$ cat src/rtl/dmem_pkg.sv
// Shared types and constants for the data-memory access arbiter.
package dmem_pkg;

  localparam int unsigned DMEM_BYTES  = 128;
  localparam int unsigned DMEM_ADDR_W = 16;
  localparam int unsigned DMEM_DATA_W = 16;

  typedef enum logic [1:0] {
    IDLE   = 2'd0,
    ACCESS = 2'd1,
    RESP   = 2'd2
  } state_t;

  typedef enum logic {
    OWN_CPU = 1'b0,
    OWN_DBG = 1'b1
  } owner_t;

  typedef struct packed {
    logic                   we;
    logic [DMEM_ADDR_W-1:0] addr;
    logic [DMEM_DATA_W-1:0] wdata;
  } dmem_req_t;

  // A word at addr needs addr+1 to exist; addr == DMEM_BYTES-1 is rejected too.
  function automatic logic addr_in_range(input logic [DMEM_ADDR_W-1:0] addr);
    return addr < DMEM_ADDR_W'(DMEM_BYTES - 1);
  endfunction

endpackage

$ cat src/rtl/dmem_req_select.sv
// Combinational winner pick and payload mux between the CPU and debug ports.
module dmem_req_select
  import dmem_pkg::*;
(
  input  logic      i_cpu_req,
  input  dmem_req_t i_cpu,
  input  logic      i_dbg_req,
  input  dmem_req_t i_dbg,
  input  owner_t    i_prio,
  output logic      o_any_c,
  output owner_t    o_owner_c,
  output dmem_req_t o_sel_c
);

  owner_t w_owner;

  always_comb begin
    w_owner = OWN_CPU;
    if (i_cpu_req && i_dbg_req) begin
      w_owner = i_prio;
    end else if (i_dbg_req) begin
      w_owner = OWN_DBG;
    end
    o_any_c   = i_cpu_req | i_dbg_req;
    o_owner_c = w_owner;
    o_sel_c   = (w_owner == OWN_DBG) ? i_dbg : i_cpu;
  end

endmodule

$ cat src/rtl/dmem_arbiter.sv
// Two-port data-memory access controller (IDLE -> ACCESS -> RESP per access).
// Optional round-robin arbitration: define DMEM_ARB_ROUND_ROBIN_EN.
module dmem_arbiter
  import dmem_pkg::*;
(
  input  logic                   Clock,
  input  logic                   Reset,
  input  logic                   cpu_req,
  input  logic                   cpu_we,
  input  logic [DMEM_ADDR_W-1:0] cpu_addr,
  input  logic [DMEM_DATA_W-1:0] cpu_wdata,
  output logic                   cpu_done,
  output logic [DMEM_DATA_W-1:0] cpu_rdata,
  input  logic                   dbg_req,
  input  logic                   dbg_we,
  input  logic [DMEM_ADDR_W-1:0] dbg_addr,
  input  logic [DMEM_DATA_W-1:0] dbg_wdata,
  output logic                   dbg_done,
  output logic [DMEM_DATA_W-1:0] dbg_rdata,
  output logic                   err,
  output logic [DMEM_ADDR_W-1:0] mem_address,
  output logic [DMEM_DATA_W-1:0] mem_write_data,
  output logic                   mem_write,
  output logic                   mem_read,
  input  logic [DMEM_DATA_W-1:0] mem_read_data
);

  state_t                 r_state;
  state_t                 w_next_state;
  owner_t                 r_owner;
  owner_t                 w_owner;
  owner_t                 w_prio;
  logic                   w_any;
  logic                   w_ok;
  logic                   w_grant;
  dmem_req_t              w_cpu_pl;
  dmem_req_t              w_dbg_pl;
  dmem_req_t              w_sel;
  logic                   r_ok;
  logic                   r_cpu_done;
  logic                   r_dbg_done;
  logic                   r_err;
  logic [DMEM_DATA_W-1:0] r_cpu_rdata;
  logic [DMEM_DATA_W-1:0] r_dbg_rdata;
  logic [DMEM_ADDR_W-1:0] r_mem_address;
  logic [DMEM_DATA_W-1:0] r_mem_write_data;
  logic                   r_mem_write;
  logic                   r_mem_read;

  assign w_cpu_pl = '{we: cpu_we, addr: cpu_addr, wdata: cpu_wdata};
  assign w_dbg_pl = '{we: dbg_we, addr: dbg_addr, wdata: dbg_wdata};

  dmem_req_select u_sel (
    .i_cpu_req (cpu_req),
    .i_cpu     (w_cpu_pl),
    .i_dbg_req (dbg_req),
    .i_dbg     (w_dbg_pl),
    .i_prio    (w_prio),
    .o_any_c   (w_any),
    .o_owner_c (w_owner),
    .o_sel_c   (w_sel)
  );

  assign w_ok    = addr_in_range(w_sel.addr);
  assign w_grant = (r_state == IDLE) && w_any;

`ifdef DMEM_ARB_ROUND_ROBIN_EN
  owner_t r_prio;

  // Pointer moves to the port not just granted.
  always_ff @(posedge Clock) begin
    if (Reset) begin
      r_prio <= OWN_CPU;
    end else if (w_grant) begin
      r_prio <= (w_owner == OWN_CPU) ? OWN_DBG : OWN_CPU;
    end
  end

  assign w_prio = r_prio;
`else
  assign w_prio = OWN_CPU;
`endif

  always_ff @(posedge Clock) begin
    if (Reset) begin
      r_state <= IDLE;
    end else begin
      r_state <= w_next_state;
    end
  end

  always_comb begin
    w_next_state = r_state;
    case (r_state)
      IDLE:    if (w_any) w_next_state = ACCESS;
      ACCESS:  w_next_state = RESP;
      RESP:    w_next_state = IDLE;
      default: w_next_state = IDLE;
    endcase
  end

  // Strobes are launched on the IDLE->ACCESS edge so they are valid for exactly the ACCESS cycle.
  always_ff @(posedge Clock) begin
    if (Reset) begin
      r_owner          <= OWN_CPU;
      r_ok             <= 1'b0;
      r_cpu_done       <= 1'b0;
      r_dbg_done       <= 1'b0;
      r_err            <= 1'b0;
      r_cpu_rdata      <= '0;
      r_dbg_rdata      <= '0;
      r_mem_address    <= '0;
      r_mem_write_data <= '0;
      r_mem_write      <= 1'b0;
      r_mem_read       <= 1'b0;
    end else begin
      r_cpu_done  <= 1'b0;
      r_dbg_done  <= 1'b0;
      r_err       <= 1'b0;
      r_mem_write <= 1'b0;
      r_mem_read  <= 1'b0;
      case (r_state)
        IDLE: begin
          if (w_any) begin
            r_owner          <= w_owner;
            r_ok             <= w_ok;
            r_mem_address    <= w_sel.addr;
            r_mem_write_data <= w_sel.wdata;
            r_mem_write      <= w_sel.we & w_ok;
            r_mem_read       <= ~w_sel.we & w_ok;
          end
        end
        ACCESS: begin
          if (r_mem_read) begin
            if (r_owner == OWN_CPU) r_cpu_rdata <= mem_read_data;
            else                    r_dbg_rdata <= mem_read_data;
          end
          r_cpu_done <= (r_owner == OWN_CPU);
          r_dbg_done <= (r_owner == OWN_DBG);
          r_err      <= ~r_ok;
        end
        default: ;
      endcase
    end
  end

  assign cpu_done       = r_cpu_done;
  assign dbg_done       = r_dbg_done;
  assign err            = r_err;
  assign cpu_rdata      = r_cpu_rdata;
  assign dbg_rdata      = r_dbg_rdata;
  assign mem_address    = r_mem_address;
  assign mem_write_data = r_mem_write_data;
  assign mem_write      = r_mem_write;
  assign mem_read       = r_mem_read;

endmodule

$ cat config.mk
export PLATFORM = sky130hd
export DESIGN_NAME = dmem_arbiter
export DESIGN_NICKNAME = d
export VERILOG_FILES = /design/src/rtl/dmem_pkg.sv /design/src/rtl/dmem_req_select.sv /design/src/rtl/dmem_arbiter.sv
export SDC_FILE = /design/constraint.sdc
export NUM_CORES = 1
export LEC_CHECK = 0
export CAP_MARGIN = 10
export CELL_PAD_IN_SITES_DETAIL_PLACEMENT = 1
export CELL_PAD_IN_SITES_GLOBAL_PLACEMENT = 2
export CORE_MARGIN = 2
export CORE_UTILIZATION = 19
export DETAILED_ROUTE_END_ITERATION = 10
export PLACE_DENSITY_LB_ADDON = 0.1
export SETUP_SLACK_MARGIN = 0.15
export SYNTH_ARGS = -nofsm -noshare
export SYNTH_HDL_FRONTEND = slang
export SYNTH_SLANG_ARGS = --single-unit
export TNS_END_PERCENT = 30
$ cat constraint.sdc
create_clock -name Clock -period 1.3 [get_ports Clock]
set_clock_uncertainty 0.05 [all_clocks]
set_input_delay 0.13 -clock Clock [delete_from_list [all_inputs] [get_ports Clock]]
set_output_delay 0.13 -clock Clock [all_outputs]
set_load 0.01 [all_outputs]
==> results_dict.tcl, run 1 <==
set metrics [dict create \
    cts_tree "built" \
    cp_slowest_cell "dfxtp_4" \
    drtAntennaViolNets 0 \
    grt-ovfl-total 0 \
    rsz0062_at_grt "yes" \
    pre_cts_ws_ps -482 \
    routed_wl_mm 11.6 \
    finalHoldViolCount 0 \
    ir_drop_v 0.000553 \
    leakage_nw 2.31 \
    synth-edff-count 0 \
    grt_usage_pct 13.6 \
    rows 45 \
    cts_buffer_depth 2 \
    drive_gt1_share_pct 30.6 \
    max_freq_mhz 756 \
    drv_slew 0 \
    fin_crit_sh_pct 102 \
    slowest_delay_ps 350 \
    path_clk_slew_ps 60 \
    start_util_pct 19.4 \
    syn_inst 331 \
    root_buffer "clkbuf_16" \
    hold_path_class "input port to register" \
    layout_setup_ws_ps -22.1 \
    syn_avg_cell_area_um2 8.89 \
    path_buf_inv 2 \
    grt_pass1_wl_mm 16.9 \
    fin_nets 599 \
    clk_latency_ps 340 \
    place_area_um2 4830 \
    antenna_found_initial 1 \
    synthAdderAreaFrac_pct 0 \
    h-tree-depth 3 \
    path_max_fanout 8 \
    yosys.area_share.simple_pct 20.0 \
    fin_util_pct 36.9 \
    worstMarginPinSlew_ps 365 \
    slew_headroom_pct 75.7 \
    io_pins 155 \
    crit_chain "nand3b_1 -> buf_6 -> nor2_4 -> clkbuf_16 -> nand2_2 -> a21oi_2" \
    viasPerCell 4.37 \
    ys_seq_area_share_pct 49.6 \
    critPathCaptureType "register" \
    first_global_vias 3138 \
    synth_compound_gate_area_share_pct 14.5 \
    port_buffers 154 \
    crit_family "simple AND/OR/NAND/NOR gates" \
    wl_per_cell_um 16.4 \
    startpoint_type "register" \
    cts_hold_buf 0 \
    fin_crit_ps 1320 \
    synth_top_family_by_area "simple AND/OR/NAND/NOR gates" \
    netlist_top_cells_count "dfxtp_1 (73), nand2_1 (67), nor2_1 (39)" \
    hpwl_mm 7.58 \
    coreArea_um2 15100 \
    grt_max_degree 29 \
    synth.cell_area_um2 2940 \
    drt-pass1-iter-count 3 \
    synthXorXnorAreaFrac_pct 0 \
    finalSetupViolCount 23 \
    p_per_area_nw_per_um2 1140 \
    yosysUniqueCellTypes 26 \
    synth_warnings 0 \
    timing.setup.critical_path_class "register to register" \
    cp.arrival_ps 1550 \
    gp_congestion 0.714 \
    drc 0 \
    synth_fp_nets 417 \
    cp.required_ps 1530 \
    synth_flop_cell "dfxtp_1" \
    fp.dieH_um 128 \
    async_reset_ff_share_pct 0 \
    yosysTopAreaCell "dfxtp_1" \
    status "finished with violations" \
    drt_iter0_drc 72 \
    cts_buffers 9 \
    area_growth_syn_to_layout_pct 89.8 \
    ys_ff_latch 73 \
    synth.most_common_cell "dfxtp_1" \
    cts_num_sinks 73 \
    synth_area_leaders "dfxtp_1 (50%), mux2i_1 (11%), nand2_1 (8.5%)" \
    die_area_um2 16500 \
    fp.dieW_um 128 \
    violations "negative setup slack" \
    design_area_um2 5590 \
    drv_cap 0 \
    vias 3086 \
    muxShareOfSynthArea_pct 10.5 \
    synth.top_cell.area_share_pct 49.6 \
]
[state kept, by name (all words and copies together), names as in the netlist]
signal / count
cpu_rdata: 16
r_ok: 1
dbg_rdata: 16
dbg_done: 1
mem_address: 16
err: 1
mem_read: 1
cpu_done: 1
mem_write_data: 16
r_state: 2
mem_write: 1
r_owner: 1
[cell usage in the layout (no fill, tap or decap), types with 15 or more instances in the layout]
cell,synthesis,layout
a211oi_1,33,15
a21oi_1,36,24
clkdlybuf4s50_1,0,80
a211oi_2,0,18
clkbuf_2,0,27
buf_4,5,19
mux2i_1,31,30
nor2_1,39,27
clkdlybuf4s15_1,0,28
nand2_1,67,52
dfxtp_1,73,70
[worst paths after layout]
kind / startpoint / end / slack [ps] / cells past startpoint
min: Reset / mem_address[5]$_SDFFE_PP0P_ / 70 / 2
max: r_state[1]$_SDFFE_PP0P_ / cpu_rdata[9]$_SDFFE_PP0P_ / -20 / 6
min reg2reg: r_ok$_SDFFE_PP0P_ / err$_SDFF_PP0_ / 380 / 1
max reg2reg: r_state[1]$_SDFFE_PP0P_ / cpu_rdata[9]$_SDFFE_PP0P_ / -20 / 6
[kinds of logic after synthesis]
kind of cell	Yosys count
AO/OA/AOI/OAI	69
buffers and inverters	26
flip-flops	73
multiplexers	31
AND/OR/NAND/NOR	132
[power by group]
| group | total (mW) | leakage, nW | internal (mW) | switching (mW) |
|---|---|---|---|---|
| sequential | 2.45 | 0.599 | 2.36 | 0.0842 |
| combinational | 1.30 | 1.56 | 0.740 | 0.563 |
| clock | 2.63 | 0.155 | 1.66 | 0.967 |
[what timing repair did]
item,CTS,global route
pin swaps,32,35
resized for setup,136,119
gates cloned,4,6
buffers inserted,5,2
setup endpoints to repair,136,128
[cell type report]
type | instances | area [um2]
clock buffers | 9 | 225
clock inverters | 6 | 83.8
inverters | 2 | 7.51
fillers | 1713 | 9560
multi-input cells | 233 | 1620
diodes | 1 | 2.50
flip-flops and latches | 73 | 1470
well taps | 188 | 235
repair buffers | 194 | 1940
[metrics by stage]
step	setup TNS, ps	power (mW)	hold slack (ps)	std cells
floorplan	-268	2.88	177	331
global placement	-12860	3.53	358	673
detailed placement	-15010	3.54	363	673
CTS	-480	6.36	47.1	697
global route	-3370	6.73	76.5	705
finish	-263	6.38	71.1	706
[routing by layer]
| layer | GRT usage, % | up-vias | wire [um] |
|---|---|---|---|
| met5 | 0 | - | 0 |
| met4 | 3.49 | 0 | 114 |
| met3 | 5.99 | 10 | 823 |
| met2 | 23.2 | 94 | 5670 |
| met1 | 15.6 | 1459 | 4970 |
| li1 | - | 1523 | - |
(Power assumes the default switching activity.)
==> run 2, diff against run 1 <==
--- a/config.mk
+++ b/config.mk
@@ -12,7 +12,7 @@
 export CORE_UTILIZATION = 19
 export DETAILED_ROUTE_END_ITERATION = 10
 export PLACE_DENSITY_LB_ADDON = 0.1
-export SETUP_SLACK_MARGIN = 0.15
+export SETUP_SLACK_MARGIN = 0.05
 export SYNTH_ARGS = -nofsm -noshare
 export SYNTH_HDL_FRONTEND = slang
 export SYNTH_SLANG_ARGS = --single-unit
==> results_dict.tcl, run 2 (synthesized netlist as in run 1, its figures left out) <==
set metrics [dict create \
    rows 45 \
    drt-pass1-iter-count 4 \
    gp_congestion 0.707 \
    area_growth_syn_to_layout_pct 79.3 \
    die_area_um2 16500 \
    r2r_slack_ps -20 \
    fin_crit_sh_pct 102 \
    path_max_fanout 8 \
    finalSetupViolCount 3 \
    antenna_cells 0 \
    design_area_um2 5280 \
    clk_latency_ps 340 \
    fp.dieW_um 128 \
    rsz0062_at_grt "yes" \
    violations "negative setup slack" \
    slowest_delay_ps 340 \
    startpoint_type "register" \
    grt_pass1_wl_mm 16.6 \
    cp_slowest_cell "dfxtp_2" \
    vias 2965 \
    root_buffer "clkbuf_16" \
    cts_tree "built" \
    drive_gt1_share_pct 15.5 \
    timing.setup.critical_path_class "register to register" \
    antenna_found_initial 0 \
    fp.dieH_um 128 \
    worstMarginPinSlew_ps 445 \
    path_clk_slew_ps 70 \
    port_buffers 154 \
    routed_wl_mm 10.6 \
    cts_buffer_depth 2 \
    cp.arrival_ps 1550 \
    regArea_um2 1460 \
    final_common_cell "clkdlybuf4s50_1" \
    wl_per_cell_um 15.1 \
    viasPerCell 4.25 \
    grt-ovfl-total 0 \
    hold_path_class "input port to register" \
    drtAntennaViolNets 0 \
    layout_setup_ws_ps -22.5 \
    multiInputGateArea_um2 1440 \
    fin_nets 591 \
    drv_cap 0 \
    coreArea_um2 15100 \
    cts_hold_buf 0 \
    p_per_area_nw_per_um2 1150 \
    leakage_nw 2.39 \
    fill_cells 1756 \
    slew_headroom_pct 70.3 \
    max_freq_mhz 756 \
    pre_cts_ws_ps -522 \
    first_global_vias 3106 \
    mostFrequentLayoutCells "clkdlybuf4s50_1 (76), dfxtp_1 (71), dlygate4sd2_1 (71), nand2_1 (65), nor2_1 (37)" \
    status "finished with violations" \
    drt_iter0_drc 64 \
    drc 0 \
    crit_chain "nand3b_1 -> buf_6 -> nor2_4 -> clkbuf_16 -> nand2_1 -> a21oi_1" \
    cts_buffers 9 \
    h-tree-depth 3 \
    critPathCaptureType "register" \
    start_util_pct 19.4 \
    drv_slew 0 \
    ir_drop_v 0.000717 \
    grt_usage_pct 13.1 \
    cts_num_sinks 73 \
    finalHoldViolCount 0 \
    fin_crit_ps 1320 \
    io_pins 155 \
    hpwl_mm 7.64 \
    fin_util_pct 34.8 \
    grt_max_degree 38 \
    place_area_um2 4860 \
    cp.required_ps 1520 \
]
==> run 2: cell types whose count changed in the layout (fill, tap and decap cells not counted), moves of 10 or more <==
cell,delta
dlygate4sd2_1,+59
nand2_1,+13
nand2_2,-11
nor2_1,+10
clkbuf_2,-27
clkdlybuf4s15_1,-28
==> run 2: per-layer routing <==
metal	GRT usage, %	vias up	wire length [um]
met4	6.21	0	208
met1	16.9	1356	4990
met5	0	-	0
met2	19.9	99	4660
li1	-	1499	-
met3	4.03	11	712
==> run 2: report_power, final <==
| part | switching, mW | total, mW | internal, mW |
|---|---|---|---|
| combinational | 0.477 | 1.07 | 0.596 |
| sequential | 0.0656 | 2.43 | 2.36 |
| clock | 1.06 | 2.57 | 1.50 |
==> run 2: area by class of cell <==
type,instances,area share (%)
multi-input cells,233,27.2
repair buffers,186,34.7
flip-flops and latches,73,27.7
inverters,2,0.142
well taps,188,4.46
clock inverters,7,1.47
clock buffers,9,4.27
==> run 2: path summary, 6_finish.rpt <==
kind,start,end,cells past startpoint
setup / recovery,r_state[1]$_SDFFE_PP0P_,dbg_rdata[15]$_SDFFE_PP0P_,6
hold reg to reg,r_ok$_SDFFE_PP0P_,err$_SDFF_PP0_,1
setup reg to reg,r_state[1]$_SDFFE_PP0P_,dbg_rdata[15]$_SDFFE_PP0P_,6
hold / removal,Reset,r_owner$_SDFFE_PP0P_,2
==> run 2: what timing repair did <==
item,CTS,global route
endpoints found under the setup margin,135,66
buffers inserted,1,2
gates cloned,2,2
endpoints found under the hold margin,0,0
pin swaps,30,8
resized for setup,83,25
==> run 2: critical path, delay by kind of cell, from the launching register on <==
kind,cells,cell delay [ps]
simple gates,3,390
compound gates,1,140
flops,1,340
buf+inv,2,320
==> run 2: stage by stage <==
stage	hold slack [ps]	power, mW	setup TNS (ps)	cells
2_1_floorplan	177	2.88	-268	331
3_3_place_gp	365	3.56	-12240	675
3_5_place_dp	361	3.58	-14760	675
4_1_cts	4.87	6.17	-99.6	694
5_1_grt	42.0	6.41	-1480	698
6_report	20.7	6.07	-43.5	698
